[config.mk]
export PLATFORM = sky130hd
export DESIGN_NAME = morse_key_decoder
export DESIGN_NICKNAME = d
export VERILOG_FILES = /design/src/rtl/morse_key_decoder_pkg.sv /design/src/rtl/morse_lut.sv /design/src/rtl/morse_key_decoder.sv
export SDC_FILE = /design/constraint.sdc
export NUM_CORES = 1
export LEC_CHECK = 0
export CORE_UTILIZATION = 58
export CTS_CLUSTER_DIAMETER = 40
export DETAILED_ROUTE_END_ITERATION = 7
export PLACE_DENSITY_LB_ADDON = 0.12
export SYNTH_ARGS = -nofsm -noshare
export SYNTH_HDL_FRONTEND = slang
export SYNTH_SLANG_ARGS = --single-unit
[constraint.sdc]
create_clock -name clk -period 2.16 [get_ports clk]
set_input_delay 0.648 -clock clk [delete_from_list [all_inputs] [get_ports clk]]
set_output_delay 0.648 -clock clk [all_outputs]
set_load 0.05 [all_outputs]
[src/rtl/morse_key_decoder_pkg.sv]
// rtl/morse_key_decoder_pkg.sv - shared FSM states and character constants for the Morse decoder
package morse_key_decoder_pkg;

    typedef enum logic [2:0] {
        ST_IDLE,
        ST_MARK,
        ST_SPACE,
        ST_EMIT,
        ST_GAP
    } state_e;

    localparam logic [7:0] ASCII_QMARK = 8'h3F;
    localparam logic [7:0] ASCII_SPACE = 8'h20;
    localparam logic [2:0] MAX_ELEMS   = 3'd5;

endpackage

[src/rtl/morse_lut.sv]
// rtl/morse_lut.sv - {element count, element bits} to ASCII; bit 0 is the first element, 1 = dash
module morse_lut
    import morse_key_decoder_pkg::*;
(
    input  logic [2:0] len,
    input  logic [4:0] bits,
    output logic [7:0] ascii
);

    always_comb begin
        ascii = ASCII_QMARK;
        case ({len, bits})
            8'h20: ascii = 8'h45; // E
            8'h21: ascii = 8'h54; // T
            8'h40: ascii = 8'h49; // I
            8'h41: ascii = 8'h4E; // N
            8'h42: ascii = 8'h41; // A
            8'h43: ascii = 8'h4D; // M
            8'h60: ascii = 8'h53; // S
            8'h61: ascii = 8'h44; // D
            8'h62: ascii = 8'h52; // R
            8'h63: ascii = 8'h47; // G
            8'h64: ascii = 8'h55; // U
            8'h65: ascii = 8'h4B; // K
            8'h66: ascii = 8'h57; // W
            8'h67: ascii = 8'h4F; // O
            8'h80: ascii = 8'h48; // H
            8'h81: ascii = 8'h42; // B
            8'h82: ascii = 8'h4C; // L
            8'h83: ascii = 8'h5A; // Z
            8'h84: ascii = 8'h46; // F
            8'h85: ascii = 8'h43; // C
            8'h86: ascii = 8'h50; // P
            8'h88: ascii = 8'h56; // V
            8'h89: ascii = 8'h58; // X
            8'h8B: ascii = 8'h51; // Q
            8'h8D: ascii = 8'h59; // Y
            8'h8E: ascii = 8'h4A; // J
            8'hA0: ascii = 8'h35; // 5
            8'hA1: ascii = 8'h36; // 6
            8'hA3: ascii = 8'h37; // 7
            8'hA7: ascii = 8'h38; // 8
            8'hAF: ascii = 8'h39; // 9
            8'hBF: ascii = 8'h30; // 0
            8'hBE: ascii = 8'h31; // 1
            8'hBC: ascii = 8'h32; // 2
            8'hB8: ascii = 8'h33; // 3
            8'hB0: ascii = 8'h34; // 4
            default: ascii = ASCII_QMARK;
        endcase
    end

endmodule

[src/rtl/morse_key_decoder.sv]
// rtl/morse_key_decoder.sv - key synchroniser, debouncer, unit timing and letter-assembly FSM
module morse_key_decoder
    import morse_key_decoder_pkg::*;
#(
    parameter int DEB_CYCLES       = 4,
    parameter int TICK_DIV         = 10,
    parameter int DOT_MAX_UNITS    = 2,
    parameter int LETTER_GAP_UNITS = 3,
    parameter int WORD_GAP_UNITS   = 7
) (
    input  logic       clk,
    input  logic       rst_n,
    input  logic       enable,
    input  logic       key_in,
    output logic       elem_valid,
    output logic       elem_dash,
    output logic       char_valid,
    output logic [7:0] char_code,
    output logic [2:0] sym_len,
    output logic       overflow
);

    localparam int DEB_W  = $clog2(DEB_CYCLES + 1);
    localparam int TICK_W = $clog2(TICK_DIV + 1);
    localparam logic [DEB_W-1:0]  DEB_LAST  = DEB_W'(DEB_CYCLES - 1);
    localparam logic [TICK_W-1:0] TICK_LAST = TICK_W'(TICK_DIV - 1);

    state_e             state_q, state_d;
    logic               sync1_q, sync1_d, sync2_q, sync2_d;
    logic               deb_q, deb_d, armed_q, armed_d;
    logic [DEB_W-1:0]   deb_cnt_q, deb_cnt_d;
    logic [TICK_W-1:0]  tick_q, tick_d;
    logic [3:0]         units_q, units_d;
    logic [4:0]         bits_q, bits_d;
    logic [2:0]         sym_len_q, sym_len_d;
    logic               overflow_q, overflow_d;
    logic               elem_valid_q, elem_valid_d, elem_dash_q, elem_dash_d;
    logic               char_valid_q, char_valid_d;
    logic [7:0]         char_code_q, char_code_d;
    logic [7:0]         lut_ascii;
    logic               clr_units;

    morse_lut u_lut (
        .len   (sym_len_q),
        .bits  (bits_q),
        .ascii (lut_ascii)
    );

    always_comb begin
        sync1_d   = key_in;
        sync2_d   = sync1_q;
        deb_d     = deb_q;
        deb_cnt_d = '0;
        if (sync2_q != deb_q) begin
            if (deb_cnt_q == DEB_LAST) deb_d = sync2_q;
            else                       deb_cnt_d = deb_cnt_q + 1'b1;
        end
        // A press already held when decode mode is entered must be released first.
        armed_d = ~deb_q | (armed_q & enable);
    end

    always_comb begin
        state_d      = state_q;
        bits_d       = bits_q;
        sym_len_d    = sym_len_q;
        overflow_d   = overflow_q;
        elem_valid_d = 1'b0;
        elem_dash_d  = 1'b0;
        char_valid_d = 1'b0;
        char_code_d  = '0;
        clr_units    = 1'b0;
        case (state_q)
            ST_IDLE: begin
                clr_units = 1'b1;
                if (deb_q && armed_q) state_d = ST_MARK;
            end
            ST_MARK: begin
                if (!deb_q) begin
                    elem_valid_d = 1'b1;
                    elem_dash_d  = (units_q >= 4'(DOT_MAX_UNITS));
                    if (sym_len_q == MAX_ELEMS) begin
                        overflow_d = 1'b1;
                    end else begin
                        bits_d    = bits_q | (5'(elem_dash_d) << sym_len_q);
                        sym_len_d = sym_len_q + 3'd1;
                    end
                    state_d   = ST_SPACE;
                    clr_units = 1'b1;
                end
            end
            ST_SPACE: begin
                if (units_q >= 4'(LETTER_GAP_UNITS)) begin
                    state_d = ST_EMIT;
                end else if (deb_q) begin
                    state_d   = ST_MARK;
                    clr_units = 1'b1;
                end
            end
            ST_EMIT: begin
                char_valid_d = 1'b1;
                char_code_d  = overflow_q ? ASCII_QMARK : lut_ascii;
                bits_d       = '0;
                sym_len_d    = '0;
                overflow_d   = 1'b0;
                state_d      = ST_GAP;
            end
            ST_GAP: begin
                if (units_q >= 4'(WORD_GAP_UNITS)) begin
                    char_valid_d = 1'b1;
                    char_code_d  = ASCII_SPACE;
                    state_d      = ST_IDLE;
                end else if (deb_q) begin
                    state_d   = ST_MARK;
                    clr_units = 1'b1;
                end
            end
            default: state_d = ST_IDLE;
        endcase

        if (!enable) begin
            state_d      = ST_IDLE;
            bits_d       = '0;
            sym_len_d    = '0;
            overflow_d   = 1'b0;
            elem_valid_d = 1'b0;
            elem_dash_d  = 1'b0;
            char_valid_d = 1'b0;
            char_code_d  = '0;
            clr_units    = 1'b1;
        end

        tick_d  = tick_q + 1'b1;
        units_d = units_q;
        if (clr_units) begin
            tick_d  = '0;
            units_d = '0;
        end else if (tick_q == TICK_LAST) begin
            tick_d  = '0;
            units_d = (units_q == 4'd15) ? units_q : units_q + 4'd1;
        end
    end

    always_ff @(posedge clk or negedge rst_n) begin
        if (!rst_n) begin
            state_q      <= ST_IDLE;
            sync1_q      <= 1'b0;
            sync2_q      <= 1'b0;
            deb_q        <= 1'b0;
            deb_cnt_q    <= '0;
            armed_q      <= 1'b0;
            tick_q       <= '0;
            units_q      <= '0;
            bits_q       <= '0;
            sym_len_q    <= '0;
            overflow_q   <= 1'b0;
            elem_valid_q <= 1'b0;
            elem_dash_q  <= 1'b0;
            char_valid_q <= 1'b0;
            char_code_q  <= '0;
        end else begin
            state_q      <= state_d;
            sync1_q      <= sync1_d;
            sync2_q      <= sync2_d;
            deb_q        <= deb_d;
            deb_cnt_q    <= deb_cnt_d;
            armed_q      <= armed_d;
            tick_q       <= tick_d;
            units_q      <= units_d;
            bits_q       <= bits_d;
            sym_len_q    <= sym_len_d;
            overflow_q   <= overflow_d;
            elem_valid_q <= elem_valid_d;
            elem_dash_q  <= elem_dash_d;
            char_valid_q <= char_valid_d;
            char_code_q  <= char_code_d;
        end
    end

    assign elem_valid = elem_valid_q;
    assign elem_dash  = elem_dash_q;
    assign char_valid = char_valid_q;
    assign char_code  = char_code_q;
    assign sym_len    = sym_len_q;
    assign overflow   = overflow_q;

endmodule

; ---- Yosys cells after proc, flatten, opt, wreduce, memory -nomap -nowiden
; Index checks and enable logic that the tools add are counted.
[classes]
bitwise_logic = 4
addsub = 4
mux = 45
n_eq_ne = 51
n_shift = 1
multipliers = 0
n_lt_le_gt_ge = 3
div_mod_pow = 0
reduce_logical = 8
[ops]
columns = cell, n
row1 = $pmux W7 S36, 1
row2 = $eq A8 B8 Y1 const B, 22
row3 = $eq A8 B7 Y1 const B, 12
row4 = $mux W3, 11
row5 = $mux W4, 5
row6 = $eq A8 B6 Y1 const B, 2
row7 = $mux W8, 2
row8 = $pmux W8 S2, 1
row9 = $mux W1, 15
row10 = $mux W5, 3
row11 = $pmux W3 S5, 1
row12 = $ne A3 B3 Y1 const B, 4
row13 = $pmux W5 S2, 1
row14 = $eq A3 B2 Y1 const B, 3
row15 = $add A4 B1 Y4 const B, 2
row16 = $eq A4 B4 Y1 const B, 2
row17 = $ge A4 B2 Y1 const B, 2
row18 = $add A3 B1 Y3 const B, 2
row19 = $eq A3 B3 Y1 const B, 2
row20 = $mux W6, 1
row21 = $pmux W3 S2, 1
row22 = $reduce_and A2 Y1, 3
row23 = $reduce_and A3 Y1, 2
row24 = $or A5 B5 Y5, 1
row25 = 14 further kinds, 15
[totals]
elab_cells = 131
romBits = 0
ramBits = 0
inputBits = 4
latch_bits = 0
n_memories = 0
reg_bits = 38

; ---- Longest topological paths before layout
[logic_depth]
word_depth = 7
ltp_mapped = 9
depth_no_buf = 8

; ---- Modules after synthesis
; From an unflattened synthesis, not the netlist that was laid out.
[hier_totals]
cells_unflattened = 293
area_unflattened_um2 = 2605.0
[by_module_without_submodules]
columns = mod, area_per_inst_um2, seq_area_each_um2, cells_per_inst, n_inst
row1 = morse_key_decoder, 1799.2, 950.9, 167, 1
row2 = morse_lut, 805.8, 0.0, 126, 1

; ---- Least setup slack after synthesis
; OpenSTA, ideal clock, no wires.
[synth_path]
kind = register -> register
start = reg sym_len_q[0], in the netlist sym_len[0]
end = reg char_code_q[3], in the netlist char_code[3]
setup_ns = 0.140
path_slack_ns = -0.023
n_path_buf = 1
stages_incl_launch_ff = 8
arrival_ns = 2.043
synth_period_minus_slack_ns = 2.183
path_cell_list = dfrtp_1 > buf_6 > or4b_4 > o221ai_1 > o211ai_1 > and4bb_4 > a21oi_4 > a31oi_1
[synth_via]
elab_chain_len = 5
elab_cells_between_ends = 40
cone_classes = eq/ne (36) / mux (4)
[synth_rtl]
columns = item, line_no
row1 = start: declaration, morse_key_decoder.sv:35  ; logic [2:0] sym_len_q, sym_len_d;
row2 = start signal: assignment, morse_key_decoder.sv:170  ; sym_len_q <= sym_len_d;
row3 = "$eq A8 B8 Y1, or another cell as far along", morse_lut.sv:12  ; case ({len, bits})
row4 = $pmux W7 S36 *, morse_lut.sv:12
row5 = $mux W8 *, morse_key_decoder.sv:101  ; char_code_d = overflow_q ? ASCII_QMARK : lut_ascii;
row6 = $pmux W8 S2 *, morse_key_decoder.sv:72  ; case (state_q)
row7 = $mux W8 *, morse_key_decoder.sv:120  ; if (!enable) begin
row8 = net char_code_d[3], morse_key_decoder.sv:39  ; logic [7:0] char_code_q, char_code_d;
row9 = end signal: assignment, morse_key_decoder.sv:175  ; char_code_q <= char_code_d;
row10 = end: declaration, morse_key_decoder.sv:39
; The timed path passes the listed nets; every way through them passes the cells marked *.
; A chain may end at the register's enable or synchronous reset.

; ---- Worst setup path after layout
[layout_path]
start = reg char_code_q[2], in the netlist char_code[2]
end = out char_code[2]
[layout_lines]
columns = item, line_no
row1 = end: declaration, morse_key_decoder.sv:18  ; output logic [7:0] char_code,
; No word-level cell between the ends.

==> metrics list <==
* Result of the run: complete, no violations
- Registers are responsible for 37.7% of the overall power.
* Buffers on Ports: 17
* Number of design rule violations left after detail routing: 0
- The final route contains 2245 vias.
* Yosys synthesis warning count: 0
- Once the floorplan was initialized, standard cells occupied about three fifths of the core.
- Pint: between 1 and 1.5 mW
- The clock reaches the later pin of the worst-skew pair after 0.28 ns.
- Area Growth Syn to Fin: 16.8%
- The worst register-to-register path has a depth of 6.
* Final worst path period need: 2.07 ns
- Cells with a size suffix above 1 make up ~18% of the layout.
- For this run, the top clock speed supported by timing is 483 MHz.
- Number of antenna violations at the first check in global routing: 0
- Each instance of the synthesized netlist takes up on average 8.48 sq um.
- Number of different library cells in the post-synthesis netlist: 53
- Number of DRC markers in iteration 0: between 300 and 400
* Max capacitance violation total: 0
- Counting both buffers and inverters, the worst setup path holds a total of 1.
* Pin count of the biggest net entering global routing: 38
* Final routed wirelength across all metal layers: 6230 um
- The die is 66.8 um tall.
- The number of nets handed over by synthesis was 298.
* Slew @ Worst Pin: between 0.8 and 0.9 ns
- Routability-driven placement finished with a final weighted congestion of 1.02.
- Antenna diode instance count: 0
- After Yosys synthesis, and, or, nand and nor cells account for 29.4% of the synthesized area.
- Maximum clock skew at final layout: 0.00913 ns
- Main flop type after synthesis: sky130_fd_sc_hd__dfrtp_1
* CP Depth: 1
- Buffers inserted to repair hold after CTS numbered 0.
- The synthesized design contains 0 enable-type register cells.
- The count of nets left with antenna violations once routing finished came out at 0.
- Setup repair after global routing missed its margin: false
- Slowest cell on the critical path: sky130_fd_sc_hd__clkdlybuf4s50_1
- 19 I/O pins were placed.
- The root buffer cell chosen for the clock tree is sky130_fd_sc_hd__clkbuf_8.
- Summing the areas of all fa, ha and maj instances in the mapped netlist gives between 3 and 4% of the synthesized area.
* Peak per-stage delay on the critical path: 0.80 ns
- Leading cell type in the layout, fill and taps excluded: sky130_fd_sc_hd__dfrtp_1
* Highest net fanout along the worst path: 1
- The first TritonRoute pass finished after 4 iterations.
- Fraction of synthesized area in multiplexers: 0.463%
- Setup violations remaining at the end of the flow were counted as 0.
* R2r startpoint: sym_len[2]
* Overall power consumption: 2.37 mW
- Post-Layout Cell Count: between 300 and 400
- Summing the areas of all compound-gate instances in the mapped netlist gives 18.4% of the synthesized area.
* Sum of overflow across all layers after global routing: 0
- In this run the worst hold path is classified as flop to flop.
- Slew HR: 45.1%
- Standby leakage power: roughly 1.2 nW
* Final core utilization: a little under three quarters
* Final TNS setup: 0 ns
* Wire length of the first global-routing pass: approximately 10000 um
* Number of buffers created by CTS: 5
- Power density over the cells: ~840 nW/um^2
- Slack of the worst reg-to-reg path: 0.12 ns
* Full die area: ~4500 sq um
* Largest delay contributor family on the critical path: buffers and inverters
- Hold Path Cell Cnt: 0
- Post-layout net count: 328
- Once the clock tree was built, the setup fixing pass inserted 0 buffers.
- Net load switching power: about 0.92 mW
- Cells along the critical path: clkdlybuf4s50_1
- By startpoint and endpoint, the worst setup path is classified as flop to output port.
- Clock-pin slew was measured on the worst setup and hold paths at 0.07 ns.
- After synthesis, the largest family of logic cells by area is simple AND/OR/NAND/NOR gates.
- The final number of max-transition violations is 0.
- The worst hold path terminates at sync2_q.
* CORE AREA: 4000 sq um
- Capturing point of the worst reg2reg path: char_code[6]
- Summing the areas of all xor and xnor instances in the mapped netlist gives 2.88% of the synthesized area.
- Sinks on the clock net: 37
* Gate count after technology mapping: roughly 290
- Die outline width: 66.8 um
* Combinational Power Share: 42.6%
* Gates resized, CTS repair: 0
* Required time at the endpoint of the critical path: 1.51 ns
* Total GRT Usage: 31.2%
* Critical path arrival: 1.42 ns
* Site Rows: 23
- STA classifies the critical path startpoint as a flop.
- Once detailed placement completed, the half-perimeter wirelength came to 4570 um.
- VDD IR-drop max: about 540 uV
- Average wire per standard cell: 16.9 um
- Summing every instance area after synthesis gives roughly 2400 sq um.
- Startpoint of the worst setup timing path: char_code[2]
* Capturing element type of the critical path: output port
- Of the total power, the share spent switching nets is 38.9%.
- Number of storage elements in the synthesis netlist: 37
- After detailed routing, the number of vias per cell comes to 6.10.
* Cell count after placement: 360
- Buffer levels on the longest clock path: 2
- In the layout the commonest cells are sky130_fd_sc_hd__dfrtp_1 (34), sky130_fd_sc_hd__buf_4 (32), sky130_fd_sc_hd__nor2_1 (29).
* Startpoint of the worst hold path: sync1_q
- Of all flip-flops after synthesis, the portion carrying an async set or reset was 100%.
* Clock network fraction of design power: approximately a fifth
- Sequential fraction of the synthesis area: about two fifths
- The number of hold violations in the final report is 0.
* CTS tree: yes
- The number of global-route vias before repair was roughly 2100.
- The H-tree was split into 2 levels.
- After layout, the worst path uses between 90% and 100% of the clock period.
power groups by stage:
stage / Clock (mW) / Sequential [mW] / Combinational (mW)
global route: 0.503 / 0.913 / 1.12
CTS: 0.482 / 0.893 / 1.00
finish: 0.468 / 0.896 / 1.01
global placement: 0 / 0.899 / 0.994
detailed placement: 0 / 0.905 / 0.999
floorplan: 0 / 0.920 / 0.673
worst register-to-register path, delay by kind of cell (launching register included):
family | cells | cell delay (ns)
AO/OA/AOI/OAI | 3 | 0.57
AND/OR/NAND/NOR | 3 | 0.83
flip-flops | 1 | 0.52
how the worst max path moves through the flow:
stage / slack, ns / endpoint
final: 0.09 / char_code[2]
after global routing: 0.02 / char_code[6]
after CTS: 0.07 / char_code[2]
after detailed placement: 0.15 / char_code[3]
after global placement: 0.13 / char_code[6]
after floorplan: 0.09 / char_code[3]
state kept, by name, summed over array words and instances (netlist names), 3 cells and up:
name / count
units_q: 4
bits_q: 5
sym_len: 3
tick_q: 4
char_code: 7
state_q: 3
deb_cnt_q: 3
Yosys cell counts (3+ instances only):
master / n / area [sq um]
sky130_fd_sc_hd__a211oi_1: 3 / 22.5
sky130_fd_sc_hd__a21oi_1: 18 / 90.1
sky130_fd_sc_hd__a22oi_1: 3 / 22.5
sky130_fd_sc_hd__a31oi_1: 14 / 87.6
sky130_fd_sc_hd__buf_2: 11 / 55.1
sky130_fd_sc_hd__buf_4: 3 / 22.5
sky130_fd_sc_hd__clkbuf_1: 7 / 26.3
sky130_fd_sc_hd__dfrtp_1: 37 / 926
sky130_fd_sc_hd__ha_1: 7 / 87.6
sky130_fd_sc_hd__inv_1: 12 / 45.0
sky130_fd_sc_hd__nand2_1: 26 / 97.6
sky130_fd_sc_hd__nand2b_1: 6 / 37.5
sky130_fd_sc_hd__nand3_1: 10 / 50.1
sky130_fd_sc_hd__nand3b_1: 3 / 22.5
sky130_fd_sc_hd__nand4_1: 3 / 18.8
sky130_fd_sc_hd__nor2_1: 29 / 109
sky130_fd_sc_hd__nor2b_1: 10 / 62.6
sky130_fd_sc_hd__nor3_1: 14 / 70.1
sky130_fd_sc_hd__nor3b_1: 6 / 45.0
sky130_fd_sc_hd__nor4_1: 7 / 43.8
sky130_fd_sc_hd__o211ai_1: 3 / 22.5
sky130_fd_sc_hd__o21ai_0: 6 / 30.0
sky130_fd_sc_hd__o22ai_1: 6 / 37.5
sky130_fd_sc_hd__or3_1: 4 / 25.0
sky130_fd_sc_hd__xnor2_1: 5 / 43.8
sky130_fd_sc_hd__xor2_1: 3 / 26.3
layer usage:
metal  share of wire, %  global-route usage, %  wire, um  vias up
met5                  0                      0         0        -
met3                4.2                   4.97       264       19
li1                   -                      -         -     1094
met2                 51                   52.9      3200       75
met4                2.9                   12.5       183        0
met1                 41                   39.1      2590     1057
cells by family (layout without fill, tap and decap cells):
| logic type | count (synthesis) | after routing |
|---|---|---|
| muxes | 1 | 1 |
| AOI/OAI and AO/OA | 67 | 67 |
| adders and majority gates | 7 | 7 |
| DFF | 37 | 37 |
| and+or+nand+nor | 131 | 131 |
| xor gates and xnor gates | 8 | 8 |
| buffers and inverters | 35 | 66 |
| other | 1 | 1 |
final cells by class:
cell class | count | area (sq um)
multi-input combinational | 215 | 1340
sequential | 37 | 930
inverter | 12 | 45.0
clock inverter | 2 | 10.0
clock buffer | 6 | 72.6
timing repair buffer | 46 | 385
fill | 318 | 1160
tap | 50 | 62.6
metrics by stage:
step,setup slack (ns),cell area (sq um),hold slack (ns)
2_1_floorplan,0.0927,2440,0.331
6_report,0.0896,2840,0.356
5_1_grt,0.0215,2840,0.376
3_3_place_gp,0.127,2760,0.338
4_1_cts,0.0701,2840,0.363
3_5_place_dp,0.147,2760,0.347
(Power assumes the default switching activity.)
